<file path="config.mk">
export PLATFORM = sky130hd
export DESIGN_NAME = lc3_fetch_unit
export DESIGN_NICKNAME = d
export VERILOG_FILES = /design/src/rtl/lc3_pkg.sv /design/src/rtl/fetch_wait_counter.sv /design/src/rtl/lc3_fetch_unit.sv
export SDC_FILE = /design/constraint.sdc
export NUM_CORES = 1
export LEC_CHECK = 0
export CAP_MARGIN = 5
export CORE_MARGIN = 2
export CORE_UTILIZATION = 40
export CTS_CLUSTER_DIAMETER = 40
export DETAILED_ROUTE_END_ITERATION = 6
export PLACE_DENSITY = 0.8
export SLEW_MARGIN = 10
export SYNTH_ARGS = -nofsm -noshare
export SYNTH_HDL_FRONTEND = slang
export SYNTH_SLANG_ARGS = --single-unit
</file>
<file path="constraint.sdc">
create_clock -name clk -period 1.6 [get_ports clk]
set_clock_uncertainty 0.05 [all_clocks]
set_input_delay 0.16 -clock clk [delete_from_list [all_inputs] [get_ports clk]]
set_output_delay 0.16 -clock clk [all_outputs]
set_load 0.01 [all_outputs]
</file>
<file path="src/rtl/lc3_pkg.sv">
// rtl/lc3_pkg.sv - shared LC-3 datapath types and defaults
package lc3_pkg;

    localparam int ADDR_W_DEF = 16;
    localparam int DATA_W_DEF = 16;

    localparam logic [15:0] PC_RESET = 16'h0000;

    typedef enum logic [1:0] {
        ST_IDLE = 2'd0,
        ST_F1   = 2'd1,
        ST_F2   = 2'd2,
        ST_F3   = 2'd3
    } fetch_state_e;

endpackage

</file>
<file path="src/rtl/fetch_wait_counter.sv">
// rtl/fetch_wait_counter.sv - saturating F2 wait-state counter with terminal flag
module fetch_wait_counter #(
    parameter int MAX = 15
) (
    input  logic clk,
    input  logic reset,
    input  logic clr,
    input  logic inc,
    output logic tc
);

    localparam int W = $clog2(MAX + 1);
    localparam logic [W-1:0] LIMIT = W'(MAX);
    localparam logic [W-1:0] LAST  = W'(MAX - 1);

    logic [W-1:0] count_q;

    always_ff @(negedge clk or posedge reset) begin
        if (reset) begin
            count_q <= '0;
        end else if (clr) begin
            count_q <= '0;
        end else if (inc && (count_q != LIMIT)) begin
            count_q <= count_q + W'(1);
        end
    end

    // Flags the cycle whose increment would reach the limit, so the abort
    // lands on the closing edge of the MAX-th wait cycle.
    assign tc = (count_q >= LAST);

endmodule

</file>
<file path="src/rtl/lc3_fetch_unit.sv">
// rtl/lc3_fetch_unit.sv - LC-3 instruction fetch sequencer (MAR/MDR/IR, PC increment)
module lc3_fetch_unit
    import lc3_pkg::*;
#(
    parameter int ADDR_W   = ADDR_W_DEF,
    parameter int DATA_W   = DATA_W_DEF,
    parameter int MAX_WAIT = 15
) (
    input  logic              clk,
    input  logic              reset,
    input  logic              start,
    input  logic [ADDR_W-1:0] pc_q,
    output logic [ADDR_W-1:0] pc_d,
    output logic              pc_en,
    output logic [ADDR_W-1:0] mem_addr,
    output logic              mem_rd,
    input  logic [DATA_W-1:0] mem_rdata,
    input  logic              mem_ready,
    output logic [DATA_W-1:0] ir,
    output logic              ir_valid,
    output logic              busy,
    output logic              mem_err
);

    fetch_state_e      state_q, state_d;
    logic [ADDR_W-1:0] mar_q;
    logic [DATA_W-1:0] mdr_q;
    logic [DATA_W-1:0] ir_q;
    logic              ir_valid_q;
    logic              mem_err_q;

    logic mar_en, mdr_en, err_set;
    logic cnt_clr, cnt_inc, cnt_tc;

    fetch_wait_counter #(.MAX(MAX_WAIT)) u_wait_cnt (
        .clk   (clk),
        .reset (reset),
        .clr   (cnt_clr),
        .inc   (cnt_inc),
        .tc    (cnt_tc)
    );

    always_comb begin
        state_d = state_q;
        mar_en  = 1'b0;
        mdr_en  = 1'b0;
        err_set = 1'b0;
        cnt_clr = 1'b0;
        cnt_inc = 1'b0;
        case (state_q)
            ST_IDLE: begin
                if (start) begin
                    mar_en  = 1'b1;
                    state_d = ST_F1;
                end
            end
            ST_F1: begin
                cnt_clr = 1'b1;
                state_d = ST_F2;
            end
            ST_F2: begin
                if (mem_ready) begin
                    mdr_en  = 1'b1;
                    state_d = ST_F3;
                end else begin
                    cnt_inc = 1'b1;
                    if (cnt_tc) begin
                        err_set = 1'b1;
                        state_d = ST_IDLE;
                    end
                end
            end
            ST_F3: begin
                state_d = ST_IDLE;
            end
            default: begin
                state_d = ST_IDLE;
            end
        endcase
    end

    // Falling edge matches the PC register so pc_en/pc_d are stable at its capture edge.
    always_ff @(negedge clk or posedge reset) begin
        if (reset) begin
            state_q    <= ST_IDLE;
            mar_q      <= ADDR_W'(PC_RESET);
            mdr_q      <= '0;
            ir_q       <= '0;
            ir_valid_q <= 1'b0;
            mem_err_q  <= 1'b0;
        end else begin
            state_q    <= state_d;
            ir_valid_q <= (state_q == ST_F3);
            if (mar_en) begin
                mar_q <= pc_q;
            end
            if (mdr_en) begin
                mdr_q <= mem_rdata;
            end
            if (state_q == ST_F3) begin
                ir_q <= mdr_q;
            end
            if (err_set) begin
                mem_err_q <= 1'b1;
            end
        end
    end

    assign pc_d     = mar_q + ADDR_W'(1);
    assign pc_en    = (state_q == ST_F1);
    assign mem_rd   = (state_q == ST_F2);
    assign mem_addr = mar_q;
    assign busy     = (state_q != ST_IDLE);
    assign ir       = ir_q;
    assign ir_valid = ir_valid_q;
    assign mem_err  = mem_err_q;

endmodule

</file>
### After elaboration in Yosys (flattened, before gate mapping)

Index checks and enable logic that the tools add are counted.

| storage, ports and cells | value |
|---|---|
| register bits | 56 |
| word-level logic and storage cells | 37 |

| operators by class | value |
|---|---|
| $add $sub $neg | 2 |
| magnitude comparators | 1 |
| equal/unequal tests | 6 |
| muxes and demuxes | 16 |
| reductions and logical operators | 5 |

Operators with widths:

| operator | count |
|---|---|
| 16-bit by 1-bit adder with 16-bit output (second input constant) | 1 |
| 1-bit 2-to-1 mux | 10 |
| 4-bit 2-to-1 mux | 2 |
| 2-bit case mux with 4 select lines | 1 |
| 2-bit 2-to-1 mux | 3 |
| 4-bit by 1-bit adder with 4-bit output (second input constant) | 1 |
| 2-bit equality test (second input constant) | 2 |
| 4-bit >= comparator (second input constant) | 1 |
| 4-bit != test (second input constant) | 1 |
| 2-bit nonzero test | 2 |
| 3-bit by 1-bit != test with 1-bit output (second input constant) | 1 |
| 2-bit by 1-bit equality test with 1-bit output (second input constant) | 1 |
| 2-bit logical NOT | 1 |
| 2-bit != test (second input constant) | 1 |
| 2-bit AND reduction | 1 |
| 1-bit logical AND | 1 |

### Depth between registers and ports, before layout

Gate-level depths: netlist (run 1).

| depth | value |
|---|---|
| word-level depth | 5 |
| mapped depth | 5 |
| gate-level depth less buffers | 5 |

### Modules after synthesis

A second synthesis (run 1) with hierarchy kept.

| unflattened totals | value |
|---|---|
| cells, all modules | 185 |
| area, all modules | 2575.0 µm² |

Modules (own cells, without submodules):

| module | instances | cells each | area each (µm²) |
|---|---|---|---|
| lc3_fetch_unit | 1 | 161 | 2317.2 |
| fetch_wait_counter | 1 | 24 | 257.7 |

==> results of run 1 <==
-- final timing paths --
| kind | from | to | slack [ps] | depth (start not counted) |
|---|---|---|---|---|
| min in group asynchronous | reset | ir[9] | 920 | 3 |
| worst max register to register | state_q[1] | mem_addr[0] | -120 | 6 |
| worst min register to register | mem_err | mem_err | 360 | 1 |
| worst max-delay path | mem_addr[3] | pc_d[15] | -1170 | 6 |
| max in group asynchronous | reset | ir[3] | 400 | 3 |
| worst min-delay path | mem_err | mem_err | 360 | 1 |
-- cell type report --
| cell class | instances | area, um2 | share of cell area, % |
|---|---|---|---|
| clock buffer | 6 | 82.6 | 1.83 |
| multi-input combinational | 117 | 1410 | 31.3 |
| inverter | 9 | 45.0 | 1.00 |
| timing repair buffer | 157 | 1460 | 32.5 |
| sequential | 56 | 1400 | 31.1 |
| clock inverter | 2 | 10.0 | 0.222 |
| tap | 75 | 93.8 | 2.08 |
-- power groups by stage --
stage                     Sequential (W)  Combinational (W)  Clock (W)
final                            0.00267            0.00579   0.000795
after global routing             0.00276            0.00612   0.000870
after CTS                        0.00262            0.00530   0.000805
after detailed placement         0.00262            0.00454          0
after global placement           0.00258            0.00445          0
after floorplan                  0.00289            0.00186          0
-- cell families (layout without fill, tap and decap cells) --
kind of cell	after synthesis	after routing	share of synthesized area, %
compound gates	9	9	2.29
xor+xnor	14	14	5.00
fa+ha+maj	3	3	1.53
buf+inv	13	174	2.34
flops	56	56	57.1
mux	50	50	22.8
simple gates	39	41	8.92
-- routing by layer --
metal	wire length, um	vias to the layer above	share of wire (%)
met5	0	-	0
met4	164	0	2.1
met3	572	16	7.2
met2	4050	96	51
met1	3110	1046	39
li1	-	987	-
-- cell usage in the layout, fill, tap and decap left out, drive strengths merged, types with 4 or more instances in the layout --
master,instances
clkdlybuf4s50,33
dfrtn,56
nand2,8
nand3,7
xor2,9
inv,8
buf,123
nand4,4
xnor2,5
nor3,5
clkbuf,7
mux2,48
nor4,4
nor2,4
-- sequential cells by signal, indices dropped and copies added, names as in the netlist --
signal	flops
mem_err	1
ir_valid	1
ir	16
mem_addr	16
u_wait_cnt.count_q	4
mdr_q	16
state_q	2
-- through the flow --
stage | setup TNS, ps | hold slack (ps)
6_report | -31220 | 356
5_1_grt | -34450 | 373
4_1_cts | -30500 | 359
3_5_place_dp | -59330 | 363
3_3_place_gp | -57920 | 352
2_1_floorplan | -14530 | 366
-- what timing repair did --
action	in CTS	in global routing
pin swaps	27	17
cloned	3	0
setup buffers	30	21
resized for setup	292	34
endpoints found under the setup margin	92	76
==> metrics.txt, run 1 <==
# TYPE chip_impl_metric gauge
chip_impl_info{name="outcome",value="finished with violations"} 1
chip_impl_info{name="failing_checks",value="negative setup slack"} 1
chip_impl_metric{name="critPathMaxFanout",unit=""} 4
chip_impl_metric{name="power-per-cell-area",unit="mW/mm2"} 2060
chip_impl_metric{name="die_h",unit="um"} 82.3
chip_impl_metric{name="post_drt_wl_per_cell",unit="um"} 18.7
chip_impl_info{name="global_route.peak_usage_layer",value="met2"} 1
chip_impl_metric{name="maxCapViolCount",unit=""} 0
chip_impl_metric{name="postSynthAreaPerCell",unit="um2"} 13.3
chip_impl_metric{name="cts-buffers-inserted",unit=""} 5
chip_impl_metric{name="slowest_delay",unit="ps"} 470
chip_impl_metric{name="combPwrFrac",unit="%"} 62.5
chip_impl_metric{name="dpl-instance-area",unit="mm2"} 0.00389
chip_impl_metric{name="gp_congestion",unit=""} 0.775
chip_impl_metric{name="synth-warning-count",unit=""} 0
chip_impl_metric{name="synth.ff_latch_count",unit=""} 56
chip_impl_info{name="clockRootBuffer",value="sky130_fd_sc_hd__clkbuf_8"} 1
chip_impl_metric{name="count_of_endpoints_failing_hold_in_the_final_timing_report",unit=""} 0
chip_impl_info{name="startpoint_type",value="register"} 1
chip_impl_metric{name="place_inst",unit=""} 376
chip_impl_metric{name="internal-power",unit="W"} 0.00588
chip_impl_info{name="tritoncts",value="built"} 1
chip_impl_metric{name="antennaDiodeCount",unit=""} 0
chip_impl_metric{name="syn-num-nets",unit=""} 223
chip_impl_metric{name="share_seq_of_total_power",unit="%"} 28.9
chip_impl_metric{name="dp_hpwl",unit="mm"} 4.26
chip_impl_info{name="yosys.cell_count.top_type",value="sky130_fd_sc_hd__dfrtn_1"} 1
chip_impl_metric{name="final_core_density",unit="%"} 76.0
chip_impl_metric{name="drt_first_pass_iters",unit=""} 4
chip_impl_info{name="timing.critical_path.mode_cell",value="sky130_fd_sc_hd__buf_6"} 1
chip_impl_info{name="setup_repair_after_global_routing_missed_its_margin",value="true"} 1
chip_impl_info{name="cpMaxStageDelayCell",value="sky130_fd_sc_hd__dfrtn_1"} 1
chip_impl_metric{name="nNetsFinal",unit=""} 385
chip_impl_metric{name="global_route_usage_sum",unit="%"} 21.1
chip_impl_metric{name="final-max-slew-violation-count",unit=""} 0
chip_impl_metric{name="floorplan.initialDensity",unit="%"} 41.5
chip_impl_metric{name="ys_async_sr_fraction",unit="%"} 100
chip_impl_metric{name="synthesis.instances",unit=""} 184
chip_impl_info{name="critical_path.cell_chain",value="buf_6 > buf_6 > nand4_4 > nor4_4 > xor2_1 > buf_2"} 1
chip_impl_metric{name="setup_viol_count_final",unit=""} 73
chip_impl_metric{name="post-layout-total-power",unit="W"} 0.00925
chip_impl_metric{name="initial_antenna_violation_count",unit=""} 0
chip_impl_metric{name="path_buf_inv",unit=""} 3
chip_impl_metric{name="core-area",unit="mm2"} 0.00592
chip_impl_metric{name="dieArea",unit="mm2"} 0.00678
chip_impl_info{name="post_synth_most_frequent_cells",value="sky130_fd_sc_hd__dfrtn_1, sky130_fd_sc_hd__mux2_2, sky130_fd_sc_hd__inv_1, sky130_fd_sc_hd__xor2_1"} 1
chip_impl_metric{name="clock_insertion_delay_worst_skew",unit="ps"} 300
chip_impl_metric{name="syn_to_final_growth",unit="%"} 83.4
chip_impl_metric{name="number_of_global_route_vias_before_repair",unit=""} 2160
chip_impl_metric{name="total_leakage_power",unit="nW"} 2.17
chip_impl_metric{name="grt_overflow_total",unit=""} 0
chip_impl_metric{name="crit_arrival",unit="ps"} 2560
chip_impl_metric{name="slew_headroom",unit="%"} 84.8
chip_impl_metric{name="met3_grt_util",unit="%"} 5.22
chip_impl_metric{name="mappedNetlistArea",unit="mm2"} 0.00245
chip_impl_metric{name="dpl_worst_slack",unit="ps"} -1110
chip_impl_metric{name="clock_tree.htree_level_count",unit=""} 2
chip_impl_info{name="synth_top_area_cell",value="sky130_fd_sc_hd__dfrtn_1"} 1
chip_impl_metric{name="routed_wl",unit="mm"} 7.90
chip_impl_metric{name="tightestPinTransition",unit="ps"} 226
chip_impl_metric{name="clk_pin_slew_worst_paths",unit="ps"} 60
chip_impl_metric{name="synth-edff-count",unit=""} 0
chip_impl_metric{name="placementRows",unit=""} 28
chip_impl_info{name="min-delay-path-class",value="register to register"} 1
chip_impl_info{name="critical-path-top-delay-family",value="flip-flops"} 1
chip_impl_metric{name="cts.sinks",unit=""} 56
chip_impl_metric{name="grt_util_met1",unit="%"} 25.1
chip_impl_metric{name="critPathRequiredTime",unit="ps"} 1390
chip_impl_info{name="critPathKind",value="register to output port"} 1
chip_impl_metric{name="fillers",unit=""} 359
chip_impl_metric{name="clock_power_share",unit="%"} 8.6
chip_impl_metric{name="timing.final.ws_setup",unit="ps"} -1170
chip_impl_metric{name="ys_types",unit=""} 30
chip_impl_metric{name="ant_nets",unit=""} 0
chip_impl_info{name="postSynth.topFlopCell",value="sky130_fd_sc_hd__dfrtn_1"} 1
chip_impl_metric{name="vias",unit=""} 2145
chip_impl_metric{name="detail_route.vias_per_cell",unit=""} 5.08
chip_impl_metric{name="grt_first_pass_wirelength",unit="mm"} 10.7
chip_impl_metric{name="register_area_share_after_synthesis",unit="%"} 57.1
chip_impl_metric{name="floorplan.io_pins",unit=""} 89
chip_impl_metric{name="portBuffers",unit=""} 88
chip_impl_metric{name="power.switching",unit="W"} 0.00337
chip_impl_metric{name="power.ir.vdd_worst",unit="uV"} 1270
chip_impl_metric{name="grt_util_met2",unit="%"} 38.3
chip_impl_info{name="synthTopCellsByArea",value="sky130_fd_sc_hd__dfrtn_1, sky130_fd_sc_hd__mux2_2, sky130_fd_sc_hd__xor2_1"} 1
chip_impl_metric{name="drtIter0Drc",unit=""} 45
chip_impl_metric{name="final_cell_area",unit="mm2"} 0.00450
chip_impl_metric{name="post_route_cells_drive_above_1_share",unit="%"} 62.5
chip_impl_metric{name="remaining_drc_errors",unit=""} 0
chip_impl_metric{name="p_sw_share",unit="%"} 36.4
chip_impl_metric{name="ctsHoldBuffers",unit=""} 0
chip_impl_info{name="critical_path_end_type",value="output port"} 1
chip_impl_metric{name="yosys.area.top_type_share",unit="%"} 57.1
chip_impl_metric{name="finalNonFillerCells",unit=""} 422
chip_impl_metric{name="chipWidth",unit="um"} 82.3
chip_impl_metric{name="grt_start_max_net_pins",unit=""} 26
chip_impl_metric{name="clockBufferDepth",unit=""} 2
(Power assumes the default switching activity.)
==> run 2: changes to the inputs <==
CORE_UTILIZATION = 48   (was 40)
PLACE_DENSITY = 0.89   (was 0.8)
clock period = 3.5 ns   (was 1.6 ns; I/O delays follow)
==> metrics.txt, run 2 (synthesis gave the netlist of run 1 again) <==
# TYPE chip_impl_metric gauge
chip_impl_info{name="setup_repair_after_global_routing_missed_its_margin",value="true"} 1
chip_impl_metric{name="r2r.worst_path.cells",unit=""} 3
chip_impl_metric{name="grt_overflow_total",unit=""} 0
chip_impl_metric{name="die_h",unit="um"} 75.5
chip_impl_metric{name="cts-buffers-inserted",unit=""} 5
chip_impl_metric{name="clk_pin_slew_worst_paths",unit="ps"} 60
chip_impl_metric{name="gp_congestion",unit=""} 0.793
chip_impl_metric{name="clock_insertion_delay_worst_skew",unit="ps"} 300
chip_impl_info{name="tritoncts",value="built"} 1
chip_impl_metric{name="core-area",unit="mm2"} 0.00501
chip_impl_info{name="startpoint_type",value="register"} 1
chip_impl_metric{name="placementRows",unit=""} 26
chip_impl_metric{name="critPathRequiredTime",unit="ps"} 3100
chip_impl_metric{name="initial_antenna_violation_count",unit=""} 0
chip_impl_metric{name="number_of_global_route_vias_before_repair",unit=""} 2003
chip_impl_metric{name="clock_tree.htree_level_count",unit=""} 2
chip_impl_metric{name="dp_hpwl",unit="mm"} 4.05
chip_impl_metric{name="power-per-cell-area",unit="mW/mm2"} 895
chip_impl_metric{name="routed_wl",unit="mm"} 6.34
chip_impl_metric{name="grt_start_max_net_pins",unit=""} 35
chip_impl_metric{name="floorplan.initialDensity",unit="%"} 49.0
chip_impl_metric{name="min_delay_path_depth",unit=""} 1
chip_impl_metric{name="maxCapViolCount",unit=""} 0
chip_impl_metric{name="setup_viol_count_final",unit=""} 15
chip_impl_metric{name="share_seq_of_total_power",unit="%"} 33.5
chip_impl_info{name="sink_of_the_worst_hold_path",value="mem_err"} 1
chip_impl_metric{name="count_of_endpoints_failing_hold_in_the_final_timing_report",unit=""} 0
chip_impl_info{name="clockRootBuffer",value="sky130_fd_sc_hd__clkbuf_8"} 1
chip_impl_metric{name="final-max-slew-violation-count",unit=""} 0
chip_impl_metric{name="floorplan.io_pins",unit=""} 89
chip_impl_info{name="failing_checks",value="negative setup slack"} 1
chip_impl_metric{name="detail_route.vias_per_cell",unit=""} 5.07
chip_impl_metric{name="drtIter0Drc",unit=""} 52
chip_impl_metric{name="portBuffers",unit=""} 88
chip_impl_metric{name="rrSetupSlack",unit="ps"} 1790
chip_impl_metric{name="clock_power_share",unit="%"} 9.7
chip_impl_metric{name="post_drt_wl_per_cell",unit="um"} 16.1
chip_impl_info{name="hold_start",value="mem_err"} 1
chip_impl_metric{name="nNetsFinal",unit=""} 363
chip_impl_info{name="critical_path_end_type",value="output port"} 1
chip_impl_info{name="worst_r2r_endpoint",value="ir[6]"} 1
chip_impl_metric{name="finalNonFillerCells",unit=""} 395
chip_impl_info{name="most_frequent_cells_in_the_layout",value="sky130_fd_sc_hd__dfrtn_1, sky130_fd_sc_hd__clkdlybuf4s50_1, sky130_fd_sc_hd__mux2_2, sky130_fd_sc_hd__buf_4"} 1
chip_impl_info{name="regToRegStartpoint",value="state_q[0]"} 1
chip_impl_metric{name="power.switching",unit="W"} 0.00129
chip_impl_metric{name="antennaDiodeCount",unit=""} 0
chip_impl_metric{name="syn_to_final_growth",unit="%"} 63.9
chip_impl_metric{name="power.ir.vdd_worst",unit="uV"} 495
chip_impl_metric{name="grt_first_pass_wirelength",unit="mm"} 9.56
chip_impl_metric{name="dpl_worst_slack",unit="ps"} -472
chip_impl_metric{name="slew_headroom",unit="%"} 49.5
chip_impl_metric{name="internal-power",unit="W"} 0.00231
chip_impl_metric{name="drt_first_pass_iters",unit=""} 4
chip_impl_metric{name="place_inst",unit=""} 364
chip_impl_info{name="layout.cells.most_common",value="sky130_fd_sc_hd__dfrtn_1"} 1
chip_impl_metric{name="chipWidth",unit="um"} 75.5
chip_impl_metric{name="vias",unit=""} 2001
chip_impl_metric{name="global_route_usage_sum",unit="%"} 22.6
chip_impl_metric{name="final_core_density",unit="%"} 80.3
chip_impl_metric{name="ant_nets",unit=""} 0
chip_impl_metric{name="p_sw_share",unit="%"} 35.9
chip_impl_info{name="min-delay-path-class",value="register to register"} 1
chip_impl_metric{name="post_route_cells_drive_above_1_share",unit="%"} 44.3
chip_impl_metric{name="remaining_drc_errors",unit=""} 0
chip_impl_metric{name="timing.final.ws_setup",unit="ps"} -359
chip_impl_metric{name="setup-tns-final",unit="ps"} -3860
chip_impl_metric{name="ctsHoldBuffers",unit=""} 0
chip_impl_metric{name="total_leakage_power",unit="nW"} 1.84
chip_impl_metric{name="critPathMaxFanout",unit=""} 4
chip_impl_metric{name="post-layout-total-power",unit="W"} 0.00360
chip_impl_info{name="critPathKind",value="register to output port"} 1
chip_impl_metric{name="dieArea",unit="mm2"} 0.00570
chip_impl_metric{name="tightestPinTransition",unit="ps"} 755
chip_impl_metric{name="combPwrFrac",unit="%"} 56.8
chip_impl_metric{name="clockBufferDepth",unit=""} 2
chip_impl_metric{name="cts.sinks",unit=""} 56
chip_impl_info{name="outcome",value="finished with violations"} 1
chip_impl_metric{name="crit_arrival",unit="ps"} 3460
==> run 2: changes by cell type in the layout (fill, tap and decap cells not counted), moves of 6 or more <==
cell,before,now
sky130_fd_sc_hd__buf_4,31,37
sky130_fd_sc_hd__clkdlybuf4s50_1,33,53
sky130_fd_sc_hd__dlygate4sd2_1,0,14
sky130_fd_sc_hd__buf_2,29,14
sky130_fd_sc_hd__mux2_4,26,0
sky130_fd_sc_hd__mux2_2,22,48
sky130_fd_sc_hd__buf_6,58,10
==> run 2: timing repair <==
item | 4_1_cts | 5_1_grt
pin swaps | 21 | 12
gates resized for setup | 108 | 19
buffers inserted | 16 | 7
gates cloned | 1 | 0
endpoints found under the setup margin | 34 | 20
==> run 2: area by class of cell <==
type	count	area [um2]
flip-flops and latches	56	1400
repair buffers	136	1210
multi-input cells	116	1200
fillers	283	987
well taps	70	87.6
clock buffers	7	86.3
inverters	9	33.8
clock inverters	1	7.51
==> run 2: worst max-delay path by stage <==
stage / start / end / cells after the start
finish: mem_addr[1] / pc_d[14] / 5
global route: mem_addr[1] / pc_d[6] / 5
floorplan: mem_addr[3] / pc_d[13] / 3
global placement: mem_addr[5] / pc_d[14] / 4
CTS: mem_addr[5] / pc_d[12] / 6
detailed placement: mem_addr[5] / pc_d[12] / 4
==> run 2: through the flow <==
step / hold slack, ps / instance area [um2]
global placement: 347 / 3620
finish: 350 / 4020
CTS: 354 / 3930
detailed placement: 354 / 3620
global route: 380 / 4020
floorplan: 337 / 2450
==> run 2: power groups by stage <==
stage	combinational (W)	sequential [W]	clock [W]
2_1_floorplan	0.000686	0.00130	0
3_3_place_gp	0.00179	0.00117	0
3_5_place_dp	0.00184	0.00119	0
4_1_cts	0.00191	0.00120	0.000366
5_1_grt	0.00221	0.00125	0.000393
6_report	0.00205	0.00121	0.000349
==> run 2: worst max-delay path, cell delays in order, from the launching register on <==
cell and delay (ps):
sky130_fd_sc_hd__dfrtn_1 550, sky130_fd_sc_hd__ha_4 220, sky130_fd_sc_hd__nand2_8 70, sky130_fd_sc_hd__nor4_4 220, sky130_fd_sc_hd__xor2_1 180, sky130_fd_sc_hd__buf_2 160
==> run 2: routing by layer <==
layer	wire, um	GRT usage, %	share of wire [%]	vias up
met5	0	0	0	-
met4	72	6.82	1.1	0
met3	529	5.69	8.3	8
met2	3190	40.5	50	78
met1	2550	26.7	40	980
li1	-	-	-	935
==> run 3: changes to the inputs <==
clock period = 4.65 ns   (was 3.5 ns; I/O delays follow)
==> metrics.txt, run 3 (synthesis gave the netlist of run 1 again) <==
# TYPE chip_impl_metric gauge
chip_impl_info{name="outcome",value="finished, final reports clean"} 1
chip_impl_info{name="layout.cells.most_common",value="sky130_fd_sc_hd__clkdlybuf4s50_1"} 1
chip_impl_metric{name="drtIter0Drc",unit=""} 66
chip_impl_metric{name="share_seq_of_total_power",unit="%"} 34.8
chip_impl_metric{name="power.switching",unit="W"} 0.000914
chip_impl_metric{name="post_route_cells_drive_above_1_share",unit="%"} 34.1
chip_impl_metric{name="floorplan.io_pins",unit=""} 89
chip_impl_metric{name="grt_start_max_net_pins",unit=""} 57
chip_impl_metric{name="floorplan.initialDensity",unit="%"} 49.0
chip_impl_metric{name="antennaDiodeCount",unit=""} 0
chip_impl_metric{name="syn_to_final_growth",unit="%"} 57.2
chip_impl_info{name="most_frequent_cells_in_the_layout",value="sky130_fd_sc_hd__clkdlybuf4s50_1, sky130_fd_sc_hd__dfrtn_1, sky130_fd_sc_hd__mux2_2, sky130_fd_sc_hd__buf_4, sky130_fd_sc_hd__xor2_1"} 1
chip_impl_metric{name="final-max-slew-violation-count",unit=""} 0
chip_impl_metric{name="grt_first_pass_wirelength",unit="mm"} 9.09
chip_impl_metric{name="slew_headroom",unit="%"} 49.2
chip_impl_metric{name="internal-power",unit="W"} 0.00171
chip_impl_metric{name="maxCapViolCount",unit=""} 0
chip_impl_info{name="setup_repair_after_global_routing_missed_its_margin",value="true"} 1
chip_impl_metric{name="fillers",unit=""} 321
chip_impl_metric{name="count_of_endpoints_failing_hold_in_the_final_timing_report",unit=""} 0
chip_impl_info{name="critical_path_end_type",value="output port"} 1
chip_impl_metric{name="rrSetupSlack",unit="ps"} 2930
chip_impl_metric{name="layout.area.seq",unit="mm2"} 0.00140
chip_impl_metric{name="cts.sinks",unit=""} 56
chip_impl_metric{name="post_drt_wl_per_cell",unit="um"} 16.2
chip_impl_metric{name="initial_antenna_violation_count",unit=""} 0
chip_impl_info{name="tritoncts",value="built"} 1
chip_impl_metric{name="power.ir.vdd_worst",unit="uV"} 430
chip_impl_metric{name="p_sw_share",unit="%"} 34.9
chip_impl_info{name="min-delay-path-class",value="register to register"} 1
chip_impl_metric{name="portBuffers",unit=""} 88
chip_impl_metric{name="combPwrFrac",unit="%"} 55.1
chip_impl_metric{name="post_route_hold_slack",unit="ps"} 361
chip_impl_metric{name="ctsHoldBuffers",unit=""} 0
chip_impl_metric{name="clock_tree.htree_level_count",unit=""} 2
chip_impl_metric{name="dp_hpwl",unit="mm"} 3.85
chip_impl_info{name="startpoint_type",value="register"} 1
chip_impl_metric{name="multi_input_area",unit="mm2"} 0.00114
chip_impl_metric{name="clk_pin_slew_worst_paths",unit="ps"} 60
chip_impl_metric{name="chipWidth",unit="um"} 75.5
chip_impl_metric{name="detail_route.vias_per_cell",unit=""} 5.18
chip_impl_metric{name="global_route_usage_sum",unit="%"} 21.5
chip_impl_metric{name="ant_nets",unit=""} 0
chip_impl_metric{name="placementRows",unit=""} 26
chip_impl_metric{name="die_h",unit="um"} 75.5
chip_impl_metric{name="number_of_global_route_vias_before_repair",unit=""} 1895
chip_impl_metric{name="gp_congestion",unit=""} 0.838
chip_impl_metric{name="cts-buffers-inserted",unit=""} 5
chip_impl_metric{name="setup_viol_count_final",unit=""} 0
chip_impl_metric{name="grt_overflow_total",unit=""} 0
chip_impl_metric{name="nNetsFinal",unit=""} 346
chip_impl_metric{name="clock_power_share",unit="%"} 10.1
chip_impl_metric{name="dpl_worst_slack",unit="ps"} -3.51
chip_impl_metric{name="crit_arrival",unit="ps"} 4110
chip_impl_metric{name="total_leakage_power",unit="nW"} 1.75
chip_impl_metric{name="vias",unit=""} 1959
chip_impl_metric{name="routed_wl",unit="mm"} 6.14
chip_impl_metric{name="critPathMaxFanout",unit=""} 4
chip_impl_metric{name="drt_first_pass_iters",unit=""} 4
chip_impl_metric{name="dieArea",unit="mm2"} 0.00570
chip_impl_metric{name="clock_insertion_delay_worst_skew",unit="ps"} 300
chip_impl_info{name="critPathKind",value="register to output port"} 1
chip_impl_info{name="clockRootBuffer",value="sky130_fd_sc_hd__clkbuf_8"} 1
chip_impl_metric{name="core-area",unit="mm2"} 0.00501
chip_impl_metric{name="tightestPinTransition",unit="ps"} 761
chip_impl_metric{name="power-per-cell-area",unit="mW/mm2"} 680
chip_impl_metric{name="remaining_drc_errors",unit=""} 0
chip_impl_metric{name="critPathRequiredTime",unit="ps"} 4140
chip_impl_metric{name="timing.final.ws_setup",unit="ps"} 24.8
chip_impl_metric{name="clockBufferDepth",unit=""} 2
==> run 3: power groups by stage <==
stage	clock network, W	logic, W	registers (W)
5_1_grt	0.000298	0.00155	0.000942
3_3_place_gp	0	0.00125	0.000895
4_1_cts	0.000277	0.00137	0.000904
2_1_floorplan	0	0.000516	0.000976
3_5_place_dp	0	0.00128	0.000912
6_report	0.000264	0.00145	0.000913
==> run 3: final cells by class <==
type | instances | area share [%]
Timing Repair Buffer | 119 | 28.8
Inverter | 9 | 0.875
Clock buffer | 8 | 2.33
Multi-Input combinational cell | 116 | 29.4
Sequential cell | 56 | 36.3
Tap cell | 70 | 2.27
==> run 3: worst paths after layout <==
check | startpoint | to | cells after the start
setup / recovery | mem_addr[1] | pc_d[8] | 5
hold / removal | mem_err | mem_err | 1
setup reg to reg | state_q[1] | mem_addr[3] | 3
hold reg to reg | mem_err | mem_err | 1
max in group asynchronous | reset | mdr_q[6] | 3
min in group asynchronous | reset | ir_valid | 3
==> run 3: timing repair <==
| item | in CTS | in global routing |
|---|---|---|
| pin swaps | 5 | 3 |
| gates cloned | 1 | 0 |
| setup endpoints to repair | 12 | 8 |
| buffers inserted | 12 | 7 |
| resized for setup | 34 | 12 |
==> run 3: through the flow <==
step | cell area, um2 | cells | total power [W] | setup TNS (ps) | utilization [%]
2_1_floorplan | 2450 | 184 | 0.00149 | 0 | -
3_3_place_gp | 3500 | 350 | 0.00214 | 0 | 69.9
3_5_place_dp | 3500 | 350 | 0.00219 | -3.51 | 69.9
4_1_cts | 3780 | 371 | 0.00255 | -192 | 75.4
5_1_grt | 3860 | 378 | 0.00278 | -161 | 77.0
6_report | 3860 | 378 | 0.00262 | 0 | 77.0
==> run 3: per-layer routing <==
metal  vias up  routed length, um  GRT usage [%]  share of wire (%)
met4         0                 95           9.16                1.5
met1       962               2440           26.4                 40
met3        13                560           7.14                9.1
met2        87               3050           35.0                 50
li1        897                  -              -                  -
met5         -                  0              0                  0
==> run 3: worst max-delay path, cell delays in order, from the launching register on <==
cell                            delay [ps]
sky130_fd_sc_hd__dfrtn_1               550
sky130_fd_sc_hd__ha_4                  210
sky130_fd_sc_hd__nand2_4                90
sky130_fd_sc_hd__nor3_2                150
sky130_fd_sc_hd__xor2_1                190
sky130_fd_sc_hd__dlygate4sd2_1         290
